==> config.mk <==
export PLATFORM = sky130hd
export DESIGN_NAME = axi4_arbiter2_flat
export DESIGN_NICKNAME = d
export VERILOG_FILES = /design/src/rtl/axi4_arbiter2_if.sv /design/src/rtl/axi4_arbiter2.sv /design/src/flat_wrapper.sv
export SDC_FILE = /design/constraint.sdc
export NUM_CORES = 1
export LEC_CHECK = 0
export CAP_MARGIN = 10
export CORE_AREA = 2 2 222 224
export DETAILED_ROUTE_END_ITERATION = 16
export DIE_AREA = 0 0 224 226
export DONT_BUFFER_PORTS = 1
export GPL_TIMING_DRIVEN = 0
export PLACE_DENSITY = 0.3
export SYNTH_ARGS = -nofsm -noshare
export SYNTH_HDL_FRONTEND = slang
export SYNTH_SLANG_ARGS = --single-unit
==> constraint.sdc <==
create_clock -name clock -period 1.73 [get_ports clock]
set_input_delay 0.2595 -clock clock [delete_from_list [all_inputs] [get_ports clock]]
set_output_delay 0.2595 -clock clock [all_outputs]
set_load 0.02 [all_outputs]
==> src/rtl/axi4_arbiter2_if.sv <==
// Full AXI4 bundle (AR, R, AW, W, B) shared by the arbiter's requester and downstream ports.
interface axi4_arbiter2_if #(
  parameter int ADDR_W = 32,
  parameter int DATA_W = 32,
  parameter int ID_W   = 4
);
  logic              arvalid, arready;
  logic [ID_W-1:0]   arid;
  logic [ADDR_W-1:0] araddr;
  logic [7:0]        arlen;
  logic [2:0]        arsize;
  logic [1:0]        arburst;

  logic              rvalid, rready;
  logic [ID_W-1:0]   rid;
  logic [DATA_W-1:0] rdata;
  logic [1:0]        rresp;
  logic              rlast;

  logic              awvalid, awready;
  logic [ID_W-1:0]   awid;
  logic [ADDR_W-1:0] awaddr;
  logic [7:0]        awlen;
  logic [2:0]        awsize;
  logic [1:0]        awburst;

  logic                wvalid, wready;
  logic [DATA_W-1:0]   wdata;
  logic [DATA_W/8-1:0] wstrb;
  logic                wlast;

  logic            bvalid, bready;
  logic [ID_W-1:0] bid;
  logic [1:0]      bresp;

  modport master (
    output arvalid, arid, araddr, arlen, arsize, arburst,
    input  arready,
    input  rvalid, rid, rdata, rresp, rlast,
    output rready,
    output awvalid, awid, awaddr, awlen, awsize, awburst,
    input  awready,
    output wvalid, wdata, wstrb, wlast,
    input  wready,
    input  bvalid, bid, bresp,
    output bready
  );

  modport slave (
    input  arvalid, arid, araddr, arlen, arsize, arburst,
    output arready,
    output rvalid, rid, rdata, rresp, rlast,
    input  rready,
    input  awvalid, awid, awaddr, awlen, awsize, awburst,
    output awready,
    input  wvalid, wdata, wstrb, wlast,
    output wready,
    output bvalid, bid, bresp,
    input  bready
  );
endinterface

==> src/rtl/axi4_arbiter2.sv <==
// Two-requester AXI4 arbiter keeping one transaction (read or write) outstanding downstream.
// Define AXI4_ARBITER2_RR_EN for round-robin on collisions; otherwise requester 1 wins.
module axi4_arbiter2 #(
  parameter int ADDR_W = 32,
  parameter int DATA_W = 32,
  parameter int ID_W   = 4
) (
  input  logic            clock,
  input  logic            reset,
  axi4_arbiter2_if.slave  in0,
  axi4_arbiter2_if.slave  in1,
  axi4_arbiter2_if.master out
);
  localparam int STRB_W = DATA_W / 8;

  typedef enum logic [2:0] {IDLE, RADDR, RDATA, WADDR, WRESP} state_e;

  state_e state_q, state_d;
  logic   grant_q, grant_d;
  logic   aw_done_q, aw_done_d, w_done_q, w_done_d;

  logic              s_arvalid, s_rready, s_awvalid, s_wvalid, s_wlast, s_bready;
  logic [ID_W-1:0]   s_arid, s_awid;
  logic [ADDR_W-1:0] s_araddr, s_awaddr;
  logic [7:0]        s_arlen, s_awlen;
  logic [2:0]        s_arsize, s_awsize;
  logic [1:0]        s_arburst, s_awburst;
  logic [DATA_W-1:0] s_wdata;
  logic [STRB_W-1:0] s_wstrb;

  assign s_arvalid = grant_q ? in1.arvalid : in0.arvalid;
  assign s_arid    = grant_q ? in1.arid    : in0.arid;
  assign s_araddr  = grant_q ? in1.araddr  : in0.araddr;
  assign s_arlen   = grant_q ? in1.arlen   : in0.arlen;
  assign s_arsize  = grant_q ? in1.arsize  : in0.arsize;
  assign s_arburst = grant_q ? in1.arburst : in0.arburst;
  assign s_rready  = grant_q ? in1.rready  : in0.rready;
  assign s_awvalid = grant_q ? in1.awvalid : in0.awvalid;
  assign s_awid    = grant_q ? in1.awid    : in0.awid;
  assign s_awaddr  = grant_q ? in1.awaddr  : in0.awaddr;
  assign s_awlen   = grant_q ? in1.awlen   : in0.awlen;
  assign s_awsize  = grant_q ? in1.awsize  : in0.awsize;
  assign s_awburst = grant_q ? in1.awburst : in0.awburst;
  assign s_wvalid  = grant_q ? in1.wvalid  : in0.wvalid;
  assign s_wdata   = grant_q ? in1.wdata   : in0.wdata;
  assign s_wstrb   = grant_q ? in1.wstrb   : in0.wstrb;
  assign s_wlast   = grant_q ? in1.wlast   : in0.wlast;
  assign s_bready  = grant_q ? in1.bready  : in0.bready;

  logic ar_en, r_en, aw_en, w_en, b_en;
  // NOTE: reset gates the channel enables directly, because the synchronous reset only
  // moves the FSM at the next edge and the bus must already be quiet during reset.
  assign ar_en = !reset && (state_q == RADDR);
  assign r_en  = !reset && (state_q == RDATA);
  assign aw_en = !reset && (state_q == WADDR) && !aw_done_q;
  assign w_en  = !reset && (state_q == WADDR) && !w_done_q;
  assign b_en  = !reset && (state_q == WRESP);

  assign out.arvalid = ar_en & s_arvalid;
  assign out.arid    = ar_en ? s_arid    : '0;
  assign out.araddr  = ar_en ? s_araddr  : '0;
  assign out.arlen   = ar_en ? s_arlen   : '0;
  assign out.arsize  = ar_en ? s_arsize  : '0;
  assign out.arburst = ar_en ? s_arburst : '0;
  assign out.rready  = r_en & s_rready;
  assign out.awvalid = aw_en & s_awvalid;
  assign out.awid    = aw_en ? s_awid    : '0;
  assign out.awaddr  = aw_en ? s_awaddr  : '0;
  assign out.awlen   = aw_en ? s_awlen   : '0;
  assign out.awsize  = aw_en ? s_awsize  : '0;
  assign out.awburst = aw_en ? s_awburst : '0;
  assign out.wvalid  = w_en & s_wvalid;
  assign out.wdata   = w_en ? s_wdata : '0;
  assign out.wstrb   = w_en ? s_wstrb : '0;
  assign out.wlast   = w_en & s_wlast;
  assign out.bready  = b_en & s_bready;

  logic              g_arready, g_rvalid, g_rlast, g_awready, g_wready, g_bvalid;
  logic [ID_W-1:0]   g_rid, g_bid;
  logic [DATA_W-1:0] g_rdata;
  logic [1:0]        g_rresp, g_bresp;

  assign g_arready = ar_en & out.arready;
  assign g_rvalid  = r_en & out.rvalid;
  assign g_rid     = r_en ? out.rid   : '0;
  assign g_rdata   = r_en ? out.rdata : '0;
  assign g_rresp   = r_en ? out.rresp : '0;
  assign g_rlast   = r_en & out.rlast;
  assign g_awready = aw_en & out.awready;
  assign g_wready  = w_en & out.wready;
  assign g_bvalid  = b_en & out.bvalid;
  assign g_bid     = b_en ? out.bid   : '0;
  assign g_bresp   = b_en ? out.bresp : '0;

  // The requester that does not hold the grant sees every response signal at zero.
  assign in0.arready = !grant_q & g_arready;
  assign in0.rvalid  = !grant_q & g_rvalid;
  assign in0.rid     = grant_q ? '0 : g_rid;
  assign in0.rdata   = grant_q ? '0 : g_rdata;
  assign in0.rresp   = grant_q ? '0 : g_rresp;
  assign in0.rlast   = !grant_q & g_rlast;
  assign in0.awready = !grant_q & g_awready;
  assign in0.wready  = !grant_q & g_wready;
  assign in0.bvalid  = !grant_q & g_bvalid;
  assign in0.bid     = grant_q ? '0 : g_bid;
  assign in0.bresp   = grant_q ? '0 : g_bresp;
  assign in1.arready = grant_q & g_arready;
  assign in1.rvalid  = grant_q & g_rvalid;
  assign in1.rid     = grant_q ? g_rid   : '0;
  assign in1.rdata   = grant_q ? g_rdata : '0;
  assign in1.rresp   = grant_q ? g_rresp : '0;
  assign in1.rlast   = grant_q & g_rlast;
  assign in1.awready = grant_q & g_awready;
  assign in1.wready  = grant_q & g_wready;
  assign in1.bvalid  = grant_q & g_bvalid;
  assign in1.bid     = grant_q ? g_bid   : '0;
  assign in1.bresp   = grant_q ? g_bresp : '0;

  logic ar_hs, r_last_hs, aw_hs, w_last_hs, b_hs;
  assign ar_hs     = out.arvalid & out.arready;
  assign r_last_hs = out.rvalid & out.rready & out.rlast;
  assign aw_hs     = out.awvalid & out.awready;
  assign w_last_hs = out.wvalid & out.wready & out.wlast;
  assign b_hs      = out.bvalid & out.bready;

  logic req0, req1, pick, pick_ar;
  assign req0 = in0.arvalid | in0.awvalid;
  assign req1 = in1.arvalid | in1.awvalid;
`ifdef AXI4_ARBITER2_RR_EN
  logic last_grant_q, last_grant_d;
  assign pick         = (req0 & req1) ? ~last_grant_q : req1;
  assign last_grant_d = (state_q != IDLE && state_d == IDLE) ? grant_q : last_grant_q;
`else
  assign pick = req1;
`endif
  assign pick_ar = pick ? in1.arvalid : in0.arvalid;

  always_comb begin
    state_d   = state_q;
    grant_d   = grant_q;
    aw_done_d = aw_done_q;
    w_done_d  = w_done_q;
    unique case (state_q)
      IDLE: if (req0 | req1) begin
        grant_d = pick;
        state_d = pick_ar ? RADDR : WADDR;
      end
      RADDR: if (ar_hs) state_d = RDATA;
      RDATA: if (r_last_hs) state_d = IDLE;
      WADDR: begin
        aw_done_d = aw_done_q | aw_hs;
        w_done_d  = w_done_q | w_last_hs;
        if (aw_done_d && w_done_d) begin
          state_d   = WRESP;
          aw_done_d = 1'b0;
          w_done_d  = 1'b0;
        end
      end
      WRESP: if (b_hs) state_d = IDLE;
      default: state_d = IDLE;
    endcase
  end

  // NOTE: sequential state is written with non-blocking assignments only, so every flop
  // samples the pre-edge value of every other flop.
  always_ff @(posedge clock) begin
    if (reset) begin
      state_q      <= IDLE;
      grant_q      <= 1'b0;
      aw_done_q    <= 1'b0;
      w_done_q     <= 1'b0;
`ifdef AXI4_ARBITER2_RR_EN
      last_grant_q <= 1'b1;
`endif
    end else begin
      state_q      <= state_d;
      grant_q      <= grant_d;
      aw_done_q    <= aw_done_d;
      w_done_q     <= w_done_d;
`ifdef AXI4_ARBITER2_RR_EN
      last_grant_q <= last_grant_d;
`endif
    end
  end
endmodule
==> src/flat_wrapper.sv <==
// flat-port wrapper written by rule: the top's interface ports become plain ports
module axi4_arbiter2_flat 
#(
  parameter int ADDR_W = 32,
  parameter int DATA_W = 32,
  parameter int ID_W   = 4
)
  (clock, reset, in0_arvalid, in0_arid, in0_araddr, in0_arlen, in0_arsize, in0_arburst, in0_arready, in0_rvalid, in0_rid, in0_rdata, in0_rresp, in0_rlast, in0_rready, in0_awvalid, in0_awid, in0_awaddr, in0_awlen, in0_awsize, in0_awburst, in0_awready, in0_wvalid, in0_wdata, in0_wstrb, in0_wlast, in0_wready, in0_bvalid, in0_bid, in0_bresp, in0_bready, in1_arvalid, in1_arid, in1_araddr, in1_arlen, in1_arsize, in1_arburst, in1_arready, in1_rvalid, in1_rid, in1_rdata, in1_rresp, in1_rlast, in1_rready, in1_awvalid, in1_awid, in1_awaddr, in1_awlen, in1_awsize, in1_awburst, in1_awready, in1_wvalid, in1_wdata, in1_wstrb, in1_wlast, in1_wready, in1_bvalid, in1_bid, in1_bresp, in1_bready, out_arvalid, out_arid, out_araddr, out_arlen, out_arsize, out_arburst, out_arready, out_rvalid, out_rid, out_rdata, out_rresp, out_rlast, out_rready, out_awvalid, out_awid, out_awaddr, out_awlen, out_awsize, out_awburst, out_awready, out_wvalid, out_wdata, out_wstrb, out_wlast, out_wready, out_bvalid, out_bid, out_bresp, out_bready);
  axi4_arbiter2_if #(.ADDR_W(ADDR_W), .DATA_W(DATA_W), .ID_W(ID_W)) in0_i ();
  axi4_arbiter2_if #(.ADDR_W(ADDR_W), .DATA_W(DATA_W), .ID_W(ID_W)) in1_i ();
  axi4_arbiter2_if #(.ADDR_W(ADDR_W), .DATA_W(DATA_W), .ID_W(ID_W)) out_i ();
  input  logic clock;
  input  logic reset;
  input wire logic [$bits(in0_i.arvalid)-1:0] in0_arvalid;
  input wire logic [$bits(in0_i.arid)-1:0] in0_arid;
  input wire logic [$bits(in0_i.araddr)-1:0] in0_araddr;
  input wire logic [$bits(in0_i.arlen)-1:0] in0_arlen;
  input wire logic [$bits(in0_i.arsize)-1:0] in0_arsize;
  input wire logic [$bits(in0_i.arburst)-1:0] in0_arburst;
  output wire logic [$bits(in0_i.arready)-1:0] in0_arready;
  output wire logic [$bits(in0_i.rvalid)-1:0] in0_rvalid;
  output wire logic [$bits(in0_i.rid)-1:0] in0_rid;
  output wire logic [$bits(in0_i.rdata)-1:0] in0_rdata;
  output wire logic [$bits(in0_i.rresp)-1:0] in0_rresp;
  output wire logic [$bits(in0_i.rlast)-1:0] in0_rlast;
  input wire logic [$bits(in0_i.rready)-1:0] in0_rready;
  input wire logic [$bits(in0_i.awvalid)-1:0] in0_awvalid;
  input wire logic [$bits(in0_i.awid)-1:0] in0_awid;
  input wire logic [$bits(in0_i.awaddr)-1:0] in0_awaddr;
  input wire logic [$bits(in0_i.awlen)-1:0] in0_awlen;
  input wire logic [$bits(in0_i.awsize)-1:0] in0_awsize;
  input wire logic [$bits(in0_i.awburst)-1:0] in0_awburst;
  output wire logic [$bits(in0_i.awready)-1:0] in0_awready;
  input wire logic [$bits(in0_i.wvalid)-1:0] in0_wvalid;
  input wire logic [$bits(in0_i.wdata)-1:0] in0_wdata;
  input wire logic [$bits(in0_i.wstrb)-1:0] in0_wstrb;
  input wire logic [$bits(in0_i.wlast)-1:0] in0_wlast;
  output wire logic [$bits(in0_i.wready)-1:0] in0_wready;
  output wire logic [$bits(in0_i.bvalid)-1:0] in0_bvalid;
  output wire logic [$bits(in0_i.bid)-1:0] in0_bid;
  output wire logic [$bits(in0_i.bresp)-1:0] in0_bresp;
  input wire logic [$bits(in0_i.bready)-1:0] in0_bready;
  input wire logic [$bits(in1_i.arvalid)-1:0] in1_arvalid;
  input wire logic [$bits(in1_i.arid)-1:0] in1_arid;
  input wire logic [$bits(in1_i.araddr)-1:0] in1_araddr;
  input wire logic [$bits(in1_i.arlen)-1:0] in1_arlen;
  input wire logic [$bits(in1_i.arsize)-1:0] in1_arsize;
  input wire logic [$bits(in1_i.arburst)-1:0] in1_arburst;
  output wire logic [$bits(in1_i.arready)-1:0] in1_arready;
  output wire logic [$bits(in1_i.rvalid)-1:0] in1_rvalid;
  output wire logic [$bits(in1_i.rid)-1:0] in1_rid;
  output wire logic [$bits(in1_i.rdata)-1:0] in1_rdata;
  output wire logic [$bits(in1_i.rresp)-1:0] in1_rresp;
  output wire logic [$bits(in1_i.rlast)-1:0] in1_rlast;
  input wire logic [$bits(in1_i.rready)-1:0] in1_rready;
  input wire logic [$bits(in1_i.awvalid)-1:0] in1_awvalid;
  input wire logic [$bits(in1_i.awid)-1:0] in1_awid;
  input wire logic [$bits(in1_i.awaddr)-1:0] in1_awaddr;
  input wire logic [$bits(in1_i.awlen)-1:0] in1_awlen;
  input wire logic [$bits(in1_i.awsize)-1:0] in1_awsize;
  input wire logic [$bits(in1_i.awburst)-1:0] in1_awburst;
  output wire logic [$bits(in1_i.awready)-1:0] in1_awready;
  input wire logic [$bits(in1_i.wvalid)-1:0] in1_wvalid;
  input wire logic [$bits(in1_i.wdata)-1:0] in1_wdata;
  input wire logic [$bits(in1_i.wstrb)-1:0] in1_wstrb;
  input wire logic [$bits(in1_i.wlast)-1:0] in1_wlast;
  output wire logic [$bits(in1_i.wready)-1:0] in1_wready;
  output wire logic [$bits(in1_i.bvalid)-1:0] in1_bvalid;
  output wire logic [$bits(in1_i.bid)-1:0] in1_bid;
  output wire logic [$bits(in1_i.bresp)-1:0] in1_bresp;
  input wire logic [$bits(in1_i.bready)-1:0] in1_bready;
  output wire logic [$bits(out_i.arvalid)-1:0] out_arvalid;
  output wire logic [$bits(out_i.arid)-1:0] out_arid;
  output wire logic [$bits(out_i.araddr)-1:0] out_araddr;
  output wire logic [$bits(out_i.arlen)-1:0] out_arlen;
  output wire logic [$bits(out_i.arsize)-1:0] out_arsize;
  output wire logic [$bits(out_i.arburst)-1:0] out_arburst;
  input wire logic [$bits(out_i.arready)-1:0] out_arready;
  input wire logic [$bits(out_i.rvalid)-1:0] out_rvalid;
  input wire logic [$bits(out_i.rid)-1:0] out_rid;
  input wire logic [$bits(out_i.rdata)-1:0] out_rdata;
  input wire logic [$bits(out_i.rresp)-1:0] out_rresp;
  input wire logic [$bits(out_i.rlast)-1:0] out_rlast;
  output wire logic [$bits(out_i.rready)-1:0] out_rready;
  output wire logic [$bits(out_i.awvalid)-1:0] out_awvalid;
  output wire logic [$bits(out_i.awid)-1:0] out_awid;
  output wire logic [$bits(out_i.awaddr)-1:0] out_awaddr;
  output wire logic [$bits(out_i.awlen)-1:0] out_awlen;
  output wire logic [$bits(out_i.awsize)-1:0] out_awsize;
  output wire logic [$bits(out_i.awburst)-1:0] out_awburst;
  input wire logic [$bits(out_i.awready)-1:0] out_awready;
  output wire logic [$bits(out_i.wvalid)-1:0] out_wvalid;
  output wire logic [$bits(out_i.wdata)-1:0] out_wdata;
  output wire logic [$bits(out_i.wstrb)-1:0] out_wstrb;
  output wire logic [$bits(out_i.wlast)-1:0] out_wlast;
  input wire logic [$bits(out_i.wready)-1:0] out_wready;
  input wire logic [$bits(out_i.bvalid)-1:0] out_bvalid;
  input wire logic [$bits(out_i.bid)-1:0] out_bid;
  input wire logic [$bits(out_i.bresp)-1:0] out_bresp;
  output wire logic [$bits(out_i.bready)-1:0] out_bready;
  assign in0_i.arvalid = in0_arvalid;
  assign in0_i.arid = in0_arid;
  assign in0_i.araddr = in0_araddr;
  assign in0_i.arlen = in0_arlen;
  assign in0_i.arsize = in0_arsize;
  assign in0_i.arburst = in0_arburst;
  assign in0_arready = in0_i.arready;
  assign in0_rvalid = in0_i.rvalid;
  assign in0_rid = in0_i.rid;
  assign in0_rdata = in0_i.rdata;
  assign in0_rresp = in0_i.rresp;
  assign in0_rlast = in0_i.rlast;
  assign in0_i.rready = in0_rready;
  assign in0_i.awvalid = in0_awvalid;
  assign in0_i.awid = in0_awid;
  assign in0_i.awaddr = in0_awaddr;
  assign in0_i.awlen = in0_awlen;
  assign in0_i.awsize = in0_awsize;
  assign in0_i.awburst = in0_awburst;
  assign in0_awready = in0_i.awready;
  assign in0_i.wvalid = in0_wvalid;
  assign in0_i.wdata = in0_wdata;
  assign in0_i.wstrb = in0_wstrb;
  assign in0_i.wlast = in0_wlast;
  assign in0_wready = in0_i.wready;
  assign in0_bvalid = in0_i.bvalid;
  assign in0_bid = in0_i.bid;
  assign in0_bresp = in0_i.bresp;
  assign in0_i.bready = in0_bready;
  assign in1_i.arvalid = in1_arvalid;
  assign in1_i.arid = in1_arid;
  assign in1_i.araddr = in1_araddr;
  assign in1_i.arlen = in1_arlen;
  assign in1_i.arsize = in1_arsize;
  assign in1_i.arburst = in1_arburst;
  assign in1_arready = in1_i.arready;
  assign in1_rvalid = in1_i.rvalid;
  assign in1_rid = in1_i.rid;
  assign in1_rdata = in1_i.rdata;
  assign in1_rresp = in1_i.rresp;
  assign in1_rlast = in1_i.rlast;
  assign in1_i.rready = in1_rready;
  assign in1_i.awvalid = in1_awvalid;
  assign in1_i.awid = in1_awid;
  assign in1_i.awaddr = in1_awaddr;
  assign in1_i.awlen = in1_awlen;
  assign in1_i.awsize = in1_awsize;
  assign in1_i.awburst = in1_awburst;
  assign in1_awready = in1_i.awready;
  assign in1_i.wvalid = in1_wvalid;
  assign in1_i.wdata = in1_wdata;
  assign in1_i.wstrb = in1_wstrb;
  assign in1_i.wlast = in1_wlast;
  assign in1_wready = in1_i.wready;
  assign in1_bvalid = in1_i.bvalid;
  assign in1_bid = in1_i.bid;
  assign in1_bresp = in1_i.bresp;
  assign in1_i.bready = in1_bready;
  assign out_arvalid = out_i.arvalid;
  assign out_arid = out_i.arid;
  assign out_araddr = out_i.araddr;
  assign out_arlen = out_i.arlen;
  assign out_arsize = out_i.arsize;
  assign out_arburst = out_i.arburst;
  assign out_i.arready = out_arready;
  assign out_i.rvalid = out_rvalid;
  assign out_i.rid = out_rid;
  assign out_i.rdata = out_rdata;
  assign out_i.rresp = out_rresp;
  assign out_i.rlast = out_rlast;
  assign out_rready = out_i.rready;
  assign out_awvalid = out_i.awvalid;
  assign out_awid = out_i.awid;
  assign out_awaddr = out_i.awaddr;
  assign out_awlen = out_i.awlen;
  assign out_awsize = out_i.awsize;
  assign out_awburst = out_i.awburst;
  assign out_i.awready = out_awready;
  assign out_wvalid = out_i.wvalid;
  assign out_wdata = out_i.wdata;
  assign out_wstrb = out_i.wstrb;
  assign out_wlast = out_i.wlast;
  assign out_i.wready = out_wready;
  assign out_i.bvalid = out_bvalid;
  assign out_i.bid = out_bid;
  assign out_i.bresp = out_bresp;
  assign out_bready = out_i.bready;
  axi4_arbiter2 #(.ADDR_W(ADDR_W), .DATA_W(DATA_W), .ID_W(ID_W)) u_core (.clock(clock), .reset(reset), .in0(in0_i), .in1(in1_i), .out(out_i));
endmodule
==> results.sh <==
export IMPL_status="complete, but fails checks"
export IMPL_violations="negative setup slack"
export IMPL_synthFlopType="dfxtp_1"
export IMPL_wire_per_inst_um=21.85
export IMPL_maxSlewHeadroom=0.5698
export IMPL_syn_area_per_cell_sq_um=6.547
export IMPL_grt_pass1_vias=4062
export IMPL_holdWs_ns=0.2440
export IMPL_synth_top_cell_by_area="mux2i_1"
export IMPL_required_ns=1.47
export IMPL_vdd_drop_max_uv=529.5
export IMPL_setup_viol=233
export IMPL_ys_seq_elements=6
export IMPL_dr_pass1_iters=4
export IMPL_ios=572
export IMPL_hold_viol_final=0
export IMPL_async_reset_ff_frac=0
export IMPL_nNetsFinal=889
export IMPL_antenna_found_initial=2
export IMPL_viasPerCell=3.546
export IMPL_critPathLaunchType="flip-flop"
export IMPL_drc=0
export IMPL_clock_fmax_mhz=478.0
export IMPL_clkTransAtPathRegs_ns=0.04
export IMPL_synth_common_cells="nor2_1 (144), mux2i_1 (138), and2_1 (55)"
export IMPL_worstSetupEndpointType="primary output"
export IMPL_fin_area_sq_um=7423
export IMPL_hold_path_class="input pin to flip-flop"
export IMPL_cts_buffers=3
export IMPL_cts_buffer_depth=2
export IMPL_vias=4177
export IMPL_seq_area_sq_um=132.6
export IMPL_core_area_sq_um=48340
export IMPL_finalSetupTns_ns=-44.02
export IMPL_path_class="flip-flop to primary output"
export IMPL_n_fill_cell=5333
export IMPL_die_y_um=226
export IMPL_ys_warn_count=0
export IMPL_synth_most_common_cell="nor2_1"
export IMPL_die_w_um=224
export IMPL_grt_max_degree=11
export IMPL_rsz0062_at_grt="true"
export IMPL_cts_sinks=6
export IMPL_io_buffers=0
export IMPL_fin_crit_sh=1.209
export IMPL_synth_cell_area_sq_um=3241
export IMPL_gp_congestion=0.9190
export IMPL_die_area_sq_um=50620
export IMPL_r2r_worst_path_cells=7
export IMPL_worstPathMaxFanout=7
export IMPL_grt_pass1_wl_um=31080
export IMPL_rows=81
export IMPL_dpl_cell_area_sq_um=4432
export IMPL_dp_hpwl_um=20590
export IMPL_multi_input_area_sq_um=4962
export IMPL_hold_path_depth=3
export IMPL_p_leak_nw=2.256
export IMPL_worst_pin_slew_ns=0.6453
export IMPL_routed_wirelength_um=25740
export IMPL_drive_above_1_share=0.7658
export IMPL_fin_skew_ns=0.002489
export IMPL_initial_core_util=0.06703
export IMPL_min_period_ns=2.092
export IMPL_cts_tree="yes"
export IMPL_synth_edf_count=0
export IMPL_worst_slack_ns=-0.3620
export IMPL_areaGrowthSynthToFinish_pct=129.1
export IMPL_overflow=0
export IMPL_ys_seq_area_frac=0.03707
export IMPL_root_buffer="clkbuf_16"
export IMPL_synth_top_cell_area_share=0.4263
export IMPL_drt_iter0_markers=134
export IMPL_fin_util=0.1536
export IMPL_arrival_ns=1.83
export IMPL_cts_htree_levels=1
export IMPL_power_density_nw_per_um2=977.7
export IMPL_synth_cell_types=37
export IMPL_clk_latency_ns=0.23
export IMPL_syn_inst=495
export IMPL_grtUsageTotal=0.08910
export IMPL_drv_cap=0
export IMPL_drtAntennaViolNets=0
export IMPL_synth_nets=827
export IMPL_synth_area_leaders="mux2i_1 (43%), nor2_1 (17%), and2_1 (11%)"
export IMPL_drv_slew=0
-- layout by cell type, fill, tap and decap left out, types with 2 or more instances in the layout --
| master | synthesis | routed |
|---|---|---|
| o21ai_0 | 5 | 5 |
| dfxtp_1 | 6 | 2 |
| buf_12 | 0 | 17 |
| dfxtp_4 | 0 | 3 |
| clkbuf_8 | 0 | 6 |
| nor2_2 | 0 | 12 |
| and2_1 | 55 | 12 |
| buf_16 | 0 | 5 |
| and2_2 | 0 | 21 |
| a21oi_1 | 8 | 8 |
| nand3_1 | 2 | 2 |
| mux2i_1 | 138 | 70 |
| and3_1 | 44 | 2 |
| buf_8 | 0 | 6 |
| inv_1 | 5 | 5 |
| mux2i_4 | 0 | 43 |
| buf_6 | 0 | 15 |
| and3_4 | 0 | 42 |
| mux2_2 | 2 | 2 |
| nand2_1 | 6 | 3 |
| and2_4 | 0 | 22 |
| clkbuf_4 | 0 | 8 |
| clkbuf_16 | 0 | 15 |
| buf_4 | 1 | 29 |
| nor3b_4 | 0 | 3 |
| or3_4 | 0 | 2 |
| nor2_1 | 144 | 3 |
| nor3_1 | 6 | 2 |
| nor2_4 | 0 | 129 |
| clkbuf_2 | 1 | 3 |
| nand2_2 | 0 | 2 |
| mux2i_2 | 0 | 25 |
| nor3_4 | 0 | 4 |
-- logic make-up (layout without fill, tap and decap cells) --
kind of cell    count (synthesis)  count (layout)  synth area share
mux                           140             140            0.4332
flops                           6               6           0.03707
other cells                     0               1                 0
compound gates                 22              22           0.04325
simple gates                  275             275            0.4185
buf+inv                        52             112           0.06796
-- report_power, final --
group,total (mW),internal (mW),switching [mW],leakage [nW]
clock network,0.374,0.297,0.0771,0.0370
registers,0.230,0.183,0.0467,0.0514
logic,6.65,3.08,3.57,2.17
total,7.26,3.56,3.69,2.26
-- state kept, by name, indices dropped and copies added, names as in the netlist --
name              count
u_core.aw_done_q      1
u_core.state_q        3
u_core.grant_q        1
u_core.w_done_q       1
-- layout make-up --
class | instances | share of cell area
multi-input cells | 437 | 0.6685
well taps | 622 | 0.1048
repair buffers | 59 | 0.1042
plain buffers | 45 | 0.09169
flip-flops and latches | 6 | 0.01787
clock buffers | 3 | 0.01011
inverters | 5 | 0.002528
diodes | 1 | 0.0003371
-- layer usage --
metal	track usage	part of all wire	wire (um)
met1	0.1054	0.39	10110
met2	0.1551	0.51	13000
met3	0.02095	0.070	1813
met4	0.03505	0.031	797
met5	0	0.00070	18
-- critical path, stage by stage, from the launching register on --
cell and delay, ns:
dfxtp_4 0.38, and2b_1 0.16, nand2_2 0.08, or3_4 0.43
buf_12 0.18, nor3b_4 0.36
-- path summary, 6_finish.rpt --
check / end / from / slack [ns]
max: in0_awready / u_core.state_q[1]$_SDFFE_PP0P_ / -0.36
min reg2reg: u_core.state_q[1]$_SDFFE_PP0P_ / u_core.state_q[1]$_SDFFE_PP0P_ / 0.59
max reg2reg: u_core.state_q[1]$_SDFFE_PP0P_ / u_core.grant_q$_SDFFE_PP0P_ / -0.03
min: u_core.grant_q$_SDFFE_PP0P_ / in0_awvalid / 0.24
-- metrics by stage --
| step | power, mW | worst slack, ns | std cells |
|---|---|---|---|
| 2_1_floorplan | 3.029 | -0.05222 | 495 |
| 3_3_place_gp | 3.850 | -1.136 | 1117 |
| 3_5_place_dp | 3.880 | -1.189 | 1117 |
| 4_1_cts | 6.658 | -0.4422 | 1157 |
| 5_1_grt | 7.615 | -0.4307 | 1178 |
| 6_report | 7.258 | -0.3620 | 1178 |
-- timing repair --
action | in CTS | in global routing
pin swaps | 53 | 56
gates resized for setup | 484 | 146
buffers inserted | 25 | 22
gates cloned | 13 | 4
hold buffers | 0 | 0
setup endpoints to repair | 243 | 243
(Power assumes the default switching activity.)
